==> src/rtl/phy_pkg.sv <==
// Shared lane definitions: comma symbol, byte width and the receive aligner states.
package phy_pkg;

  localparam int BYTE_W = 8;
  localparam logic [BYTE_W-1:0] COM_SYM = 8'hBC;

  // Encoding 2'd3 is unused and falls back to SEARCH in the aligner.
  typedef enum logic [1:0] {
    SEARCH  = 2'd0,
    LOCKING = 2'd1,
    ACTIVE  = 2'd2
  } rx_state_e;

  function automatic logic is_boundary(input logic [2:0] bit_cnt);
    return (bit_cnt == 3'd7);
  endfunction

endpackage

==> src/rtl/phy_rx_shift8.sv <==
// Serial-in byte window: 8-bit shift register with a comma comparator on the
// current (including in-flight) bit.
module phy_rx_shift8
  import phy_pkg::*;
#(
  parameter logic [BYTE_W-1:0] COM = COM_SYM
) (
  input  logic              i_clk,
  input  logic              i_rst,
  input  logic              i_data,
  output logic [BYTE_W-1:0] o_byte_cur,
  output logic              o_is_com
);

  logic [BYTE_W-1:0] r_sr;
  logic [BYTE_W-1:0] w_byte_cur;

  // The incoming bit completes the window this cycle, so the comparator sees
  // the byte one edge before it lands in the register.
  assign w_byte_cur = {r_sr[BYTE_W-2:0], i_data};

  always_ff @(posedge i_clk) begin
    if (i_rst) begin
      r_sr <= '0;
    end else begin
      r_sr <= w_byte_cur;
    end
  end

  assign o_byte_cur = w_byte_cur;
  assign o_is_com   = (w_byte_cur == COM);

endmodule

==> src/rtl/phy_rx_s2p_align.sv <==
// Lane receiver: hunts for comma alignment, locks after COM_LOCK aligned commas,
// then emits one byte per 8 bit clocks with payload/idle flag.
module phy_rx_s2p_align
  import phy_pkg::*;
#(
  parameter logic [BYTE_W-1:0] COM      = COM_SYM,
  parameter int                COM_LOCK = 4
) (
  input  logic              clk_32f,
  input  logic              rst,
  input  logic              data_in,
  output logic [BYTE_W-1:0] data_out,
  output logic              valid_out,
  output logic              byte_stb,
  output logic              active
);

  localparam logic [3:0] LOCK_TGT = 4'(COM_LOCK);

  logic [BYTE_W-1:0] w_byte_cur;
  logic              w_is_com;
  logic              w_boundary;
  logic [3:0]        w_lock_inc;

  rx_state_e         r_state;
  logic [2:0]        r_bit_cnt;
  logic [3:0]        r_lock_cnt;
  logic [BYTE_W-1:0] r_data_out;
  logic              r_valid_out;
  logic              r_byte_stb;
  logic              r_active;

  phy_rx_shift8 #(
    .COM (COM)
  ) u_shift (
    .i_clk      (clk_32f),
    .i_rst      (rst),
    .i_data     (data_in),
    .o_byte_cur (w_byte_cur),
    .o_is_com   (w_is_com)
  );

  assign w_boundary = is_boundary(r_bit_cnt);
  assign w_lock_inc = r_lock_cnt + 4'd1;

  always_ff @(posedge clk_32f) begin
    if (rst) begin
      r_state     <= SEARCH;
      r_bit_cnt   <= 3'd0;
      r_lock_cnt  <= 4'd0;
      r_data_out  <= '0;
      r_valid_out <= 1'b0;
      r_byte_stb  <= 1'b0;
      r_active    <= 1'b0;
    end else begin
      r_bit_cnt  <= r_bit_cnt + 3'd1;
      r_byte_stb <= 1'b0;
      case (r_state)
        SEARCH: begin
          // A match anywhere re-phases the byte counter to this bit.
          if (w_is_com) begin
            r_bit_cnt  <= 3'd0;
            r_lock_cnt <= 4'd1;
            r_state    <= LOCKING;
          end
        end
        LOCKING: begin
          if (w_boundary) begin
            if (w_is_com) begin
              if (w_lock_inc >= LOCK_TGT) begin
                r_lock_cnt <= LOCK_TGT;
                r_state    <= ACTIVE;
                r_active   <= 1'b1;
              end else begin
                r_lock_cnt <= w_lock_inc;
              end
            end else begin
              r_lock_cnt <= 4'd0;
              r_state    <= SEARCH;
            end
          end
        end
        ACTIVE: begin
          // Commas here are idle fill; a payload 8'hBC is indistinguishable.
          if (w_boundary) begin
            r_data_out  <= w_byte_cur;
            r_valid_out <= !w_is_com;
            r_byte_stb  <= 1'b1;
          end
        end
        default: begin
          r_state     <= SEARCH;
          r_lock_cnt  <= 4'd0;
          r_data_out  <= '0;
          r_valid_out <= 1'b0;
          r_active    <= 1'b0;
        end
      endcase
    end
  end

  assign data_out  = r_data_out;
  assign valid_out = r_valid_out;
  assign byte_stb  = r_byte_stb;
  assign active    = r_active;

endmodule

==> config.mk <==
export PLATFORM = sky130hd
export DESIGN_NAME = phy_rx_s2p_align
export DESIGN_NICKNAME = d
export VERILOG_FILES = /design/src/rtl/phy_pkg.sv /design/src/rtl/phy_rx_shift8.sv /design/src/rtl/phy_rx_s2p_align.sv
export SDC_FILE = /design/constraint.sdc
export NUM_CORES = 1
export LEC_CHECK = 0
export CORE_MARGIN = 1
export CORE_UTILIZATION = 39
export DETAILED_ROUTE_END_ITERATION = 7
export GPL_ROUTABILITY_DRIVEN = 0
export PLACE_DENSITY = 0.69
export SYNTH_ARGS = -nofsm -noshare
export SYNTH_HDL_FRONTEND = slang
export SYNTH_SLANG_ARGS = --single-unit
==> constraint.sdc <==
create_clock -name clk_32f -period 4.4 [get_ports clk_32f]
set_input_delay 0.66 -clock clk_32f [delete_from_list [all_inputs] [get_ports clk_32f]]
set_output_delay 0.66 -clock clk_32f [all_outputs]
set_load 0.01 [all_outputs]
* Word level (Yosys, flattened, before mapping) *
Index checks and enable logic that the tools add are counted.

storage, ports and cells
  bits in registers = 27
  input bits = 3
  output and inout port bits = 11
  logic and storage cells = 54

operators by class
  add/subtract/negate cells = 2
  order comparisons = 1
  eq/ne operators = 10
  mux-type cells = 21
  bitwise gates (word level) = 3
  reduce and logical (&&, ||, !) cells = 9

operator list
  kind                 number
  $mux 4               4
  $pmux 8 s2           1
  $pmux 4 s3           1
  $ne 2x2->1 const B   5
  $eq 8x8->1 const B   1
  $mux 2               4
  $mux 8               1
  $reduce_and 4->1     2
  $mux 3               2
  $pmux 2 s3           1
  $reduce_or 2->1      3
  $mux 1               5
  $add 4x1->4 const B  1
  $ge 4x3->1 const B   1
  $pmux 1 s2           2
  $add 3x1->3 const B  1
  $eq 3x3->1 const B   1
  $ne 3x3->1 const B   1
  $not 1->1            3
  $reduce_and 3->1     1
  $eq 2x1->1 const B   1
  $eq 2x2->1 const B   1
  $logic_not 2->1      1
  $reduce_and 2->1     1
  $logic_not 1->1      1

* Longest topological paths before layout *
  word-level depth = 6
  mapped depth = 6
  depth with buffers taken out = 6

* Hierarchy *
From an unflattened synthesis, not the netlist that was laid out.

unflattened totals
  cells, all modules = 92
  area total of the unflattened synthesis = 1029.7 um^2

by module, submodules not included
  module            instances  cells each  area each (um^2)  sequential area each (um^2)
  phy_rx_s2p_align  1          74          810.8             400.4
  phy_rx_shift8     1          18          219.0             140.1

* Worst setup path after synthesis *
Ideal clock, no wire load.

  kind = input-to-reg
  start = in data_in
  end = reg r_state[1]
  setup time = 0.075 ns
  arrival = 1.610 ns
  slack = 2.715 ns
  cell stages on the path = 4
  cells stage by stage = and4bb_1 -> nand2_2 -> or4b_1 -> o22ai_1

on the way
  longest elaborated chain between the ends = 4

ends and longest elaborated chain
  item                    line                    text
  start: declaration      phy_rx_s2p_align.sv:11  input logic data_in,
  $eq 8x8->1 (*)          phy_rx_shift8.sv:31     assign o_is_com = (w_byte_cur == COM);
  $mux 2                  phy_rx_s2p_align.sv:69  if (w_is_com) begin
  $mux 2                  phy_rx_s2p_align.sv:68  if (w_boundary) begin
  $pmux 2 s3              phy_rx_s2p_align.sv:58  case (r_state)
  end signal: assignment  phy_rx_s2p_align.sv:64  r_state <= LOCKING;
  end signal: assignment  phy_rx_s2p_align.sv:72  r_state <= ACTIVE;
  end signal: assignment  phy_rx_s2p_align.sv:79  r_state <= SEARCH;
  end: declaration        phy_rx_s2p_align.sv:25  rx_state_e r_state;

Every way passes the cells marked *; elsewhere a longest branch is shown, timed or not. The select of a mux whose other input is x is not followed.
A chain may end at the register's enable or synchronous reset.

==> impl_metrics.py <==
metrics = {
    "status": {
        "outcome": "complete, no violations",
    },
    "setup_path": {
        "cpMaxStageDelayCell": "clkdlybuf4s50_1",
        "cp.arrival_ps": 2390,
        "crit_path_cell_trace": "clkdlybuf4s50_1 > inv_1 > nand2_1 > nor3b_2 > a22o_1",
        "path_delay_family": "buffers and inverters",
        "cp_slowest_stage_delay_ps": 620,
        "cp.required_ps": 4680,
        "path_class": "input port to flop",
        "cp-start-kind": "input port",
        "crit_buf_inv": 2,
        "cp_max_fo": 12,
        "cp-end-kind": "flop",
    },
    "grt": {
        "gr-total-overflow": 0,
        "grt_pass1_vias": 688,
        "track_usage": 0.144,
        "antenna_found_initial": 0,
        "grt_max_degree": 16,
        "grt_pass1_wl_um": 2840,
    },
    "final_layout": {
        "num_antenna_cells": 0,
        "synthToLayoutAreaGrowth_pct": 18.2,
        "layout-drive-gt1-share": 0.0654,
        "finish.utilization": 0.506,
        "nNetsFinal": 114,
        "fin_area_um2": 1160,
    },
    "power_and_ir_drop": {
        "p_seq_frac": 0.684,
        "p_comb_frac": 0.032,
        "p_leak_nw": 0.443,
        "ir_worst_vdd_v": 0.000246,
        "power_frac_clock": 0.284,
        "swShare": 0.214,
        "p_sw_mw": 0.0783,
        "intPower_mw": 0.287,
        "power_density_nw_per_um2": 314,
    },
    "die": {
        "dieHeight_um": 52.2,
        "core_um2": 2300,
        "initial_core_util": 0.428,
        "rows": 17,
        "die-area_um2": 2730,
        "num_io_pins": 14,
        "die_w_um": 52.2,
    },
    "synthesis": {
        "yosysWarnings": 0,
        "syn_inst": 93,
        "avgSynthCellArea_um2": 10.6,
        "synth.distinct_cells": 27,
        "yosysSeqAreaShare": 0.550,
        "synth_nets": 99,
        "ys_ff_latch": 27,
        "synth_area_um2": 983,
    },
    "timing": {
        "setup_violations": 0,
        "period_share": 0.481,
        "fin_setup_tns_ps": 0,
        "worstMarginPinSlew_ps": 607,
        "rsz0062_at_grt": "no",
        "timing.fmax_ghz": 0.472,
        "period_minus_slack_ps": 2120,
        "slew_headroom": 0.594,
        "slew_violations": 0,
        "fin_worst_skew_ps": 7.43,
        "finalHoldViolations": 0,
    },
    "cts": {
        "cts_tree": "done",
        "clk_path_buf_depth": 2,
        "cts_hold_buffers": 0,
        "cts_root_buf": "clkbuf_4",
        "postCtsResizedCells": 0,
        "cts_buffers": 3,
        "clkTransAtPathRegs_ps": 140,
        "cts_max_level": 1,
        "cts_sinks": 27,
        "clock_latency_ps": 320,
        "post_cts_buffers": 0,
    },
    "route": {
        "first_iter_violations": 9,
        "met1_length_um": 866,
        "firstDrtPassIters": 4,
        "top_layer": "met4",
        "drc_errors": 0,
        "wl_um": 1680,
        "via_per_inst": 5.22,
        "wl_met2_um": 741,
        "wl_per_cell_um": 12.5,
        "vias": 705,
        "dr_wl_met3_um": 63,
        "drtAntennaViolNets": 0,
    },
    "job": {
        "maxCapViolCount": 0,
    },
    "placed_design": {
        "io_buffers": 13,
        "dpl_cell_area_um2": 1130,
        "dpl.hpwl_um": 1170,
    },
    "worst_hold_path": {
        "min_path_type": "flop to flop",
    },
}
-- synthesized netlist by cell type --
master / count / area [µm²]
or4b_1: 1 / 10.0
o31ai_1: 3 / 22.5
o21ai_0: 2 / 10.0
ha_1: 3 / 37.5
nor3b_2: 1 / 12.5
a32o_1: 1 / 10.0
nand4_1: 1 / 6.26
inv_1: 3 / 11.3
clkbuf_1: 1 / 3.75
o21a_1: 3 / 22.5
and4bb_1: 1 / 12.5
a21boi_0: 1 / 7.51
dfxtp_1: 27 / 541
nor2_1: 8 / 30.0
o211ai_1: 2 / 15.0
and4b_2: 1 / 11.3
a21o_1: 1 / 7.51
a22o_1: 9 / 78.8
nand2_1: 7 / 26.3
buf_2: 2 / 10.0
nor2b_1: 7 / 43.8
and4b_1: 1 / 10.0
o22ai_1: 1 / 6.26
a21oi_1: 2 / 10.0
and2_1: 2 / 12.5
nand2_2: 1 / 6.26
a311oi_1: 1 / 8.76
-- flip-flops by register name (all words and copies together) (netlist names) --
| name | cells |
|---|---|
| valid_out | 1 |
| r_state | 2 |
| data_out | 8 |
| r_lock_cnt | 4 |
| u_shift.r_sr | 7 |
| byte_stb | 1 |
| active | 1 |
| r_bit_cnt | 3 |
-- metal layers --
metal	GRT usage	vias to the layer above
met1	0.179	323
met2	0.231	15
met5	0	-
li1	-	363
met4	0.0439	0
met3	0.0522	4
-- power by group through the flow --
stage / clock [mW] / combinational (mW) / sequential, mW
after floorplan: 0 / 0.00815 / 0.255
after global placement: 0 / 0.0116 / 0.255
after detailed placement: 0 / 0.0120 / 0.255
after CTS: 0.108 / 0.0120 / 0.250
after global routing: 0.117 / 0.0138 / 0.251
final: 0.104 / 0.0119 / 0.250
-- per-stage QoR --
step | setup WS, ps | std cells | hold slack (ps) | total power [mW]
detailed placement | 1960 | 131 | 418 | 0.267
finish | 2280 | 135 | 434 | 0.366
floorplan | 2720 | 93 | 399 | 0.263
CTS | 2300 | 135 | 437 | 0.370
global route | 2160 | 135 | 460 | 0.381
global placement | 2010 | 131 | 408 | 0.267
-- kinds of logic after synthesis --
group	synth area share
AND/OR/NAND/NOR	0.184
adder cells (fa/ha/maj)	0.0382
AO/OA/AOI/OAI	0.202
buffers and inverters	0.0254
flip-flops	0.550
-- final cells by class --
type	count	area [µm²]
fillers	213	1130
flip-flops and latches	27	541
multi-input cells	60	418
repair buffers	13	130
well taps	28	35.0
clock buffers	3	22.5
inverters	3	11.3
clock inverters	1	5.00
-- worst paths after layout --
kind	from	end	slack [ps]	depth (start not counted)
setup / recovery	rst	data_out[2]	2280	5
hold / removal	r_bit_cnt[0]	r_bit_cnt[0]	430	1
setup reg to reg	r_bit_cnt[0]	data_out[2]	2680	5
hold reg to reg	r_bit_cnt[0]	r_bit_cnt[0]	430	1
-- cells in the final DEF, fill, tap and decap left out --
cell type and instances:
dfxtp_1 27, clkdlybuf4s50_1 13, a22o_1 9, nor2_1 8
nand2_1 7, nor2b_1 7, inv_1 3, o21a_1 3
o31ai_1 3, ha_1 3, clkbuf_4 3, and2_1 2
a21oi_1 2, o211ai_1 2, o21ai_0 2, nand4_1 1
and4b_2 1, and4bb_1 1, and4b_1 1, a311oi_1 1
a21boi_0 1, a21o_1 1, a32o_1 1, nand2_2 1
or4b_1 1, o22ai_1 1, nor3b_2 1, clkinv_2 1
Note: power is estimated with default switching activity, not from simulation.
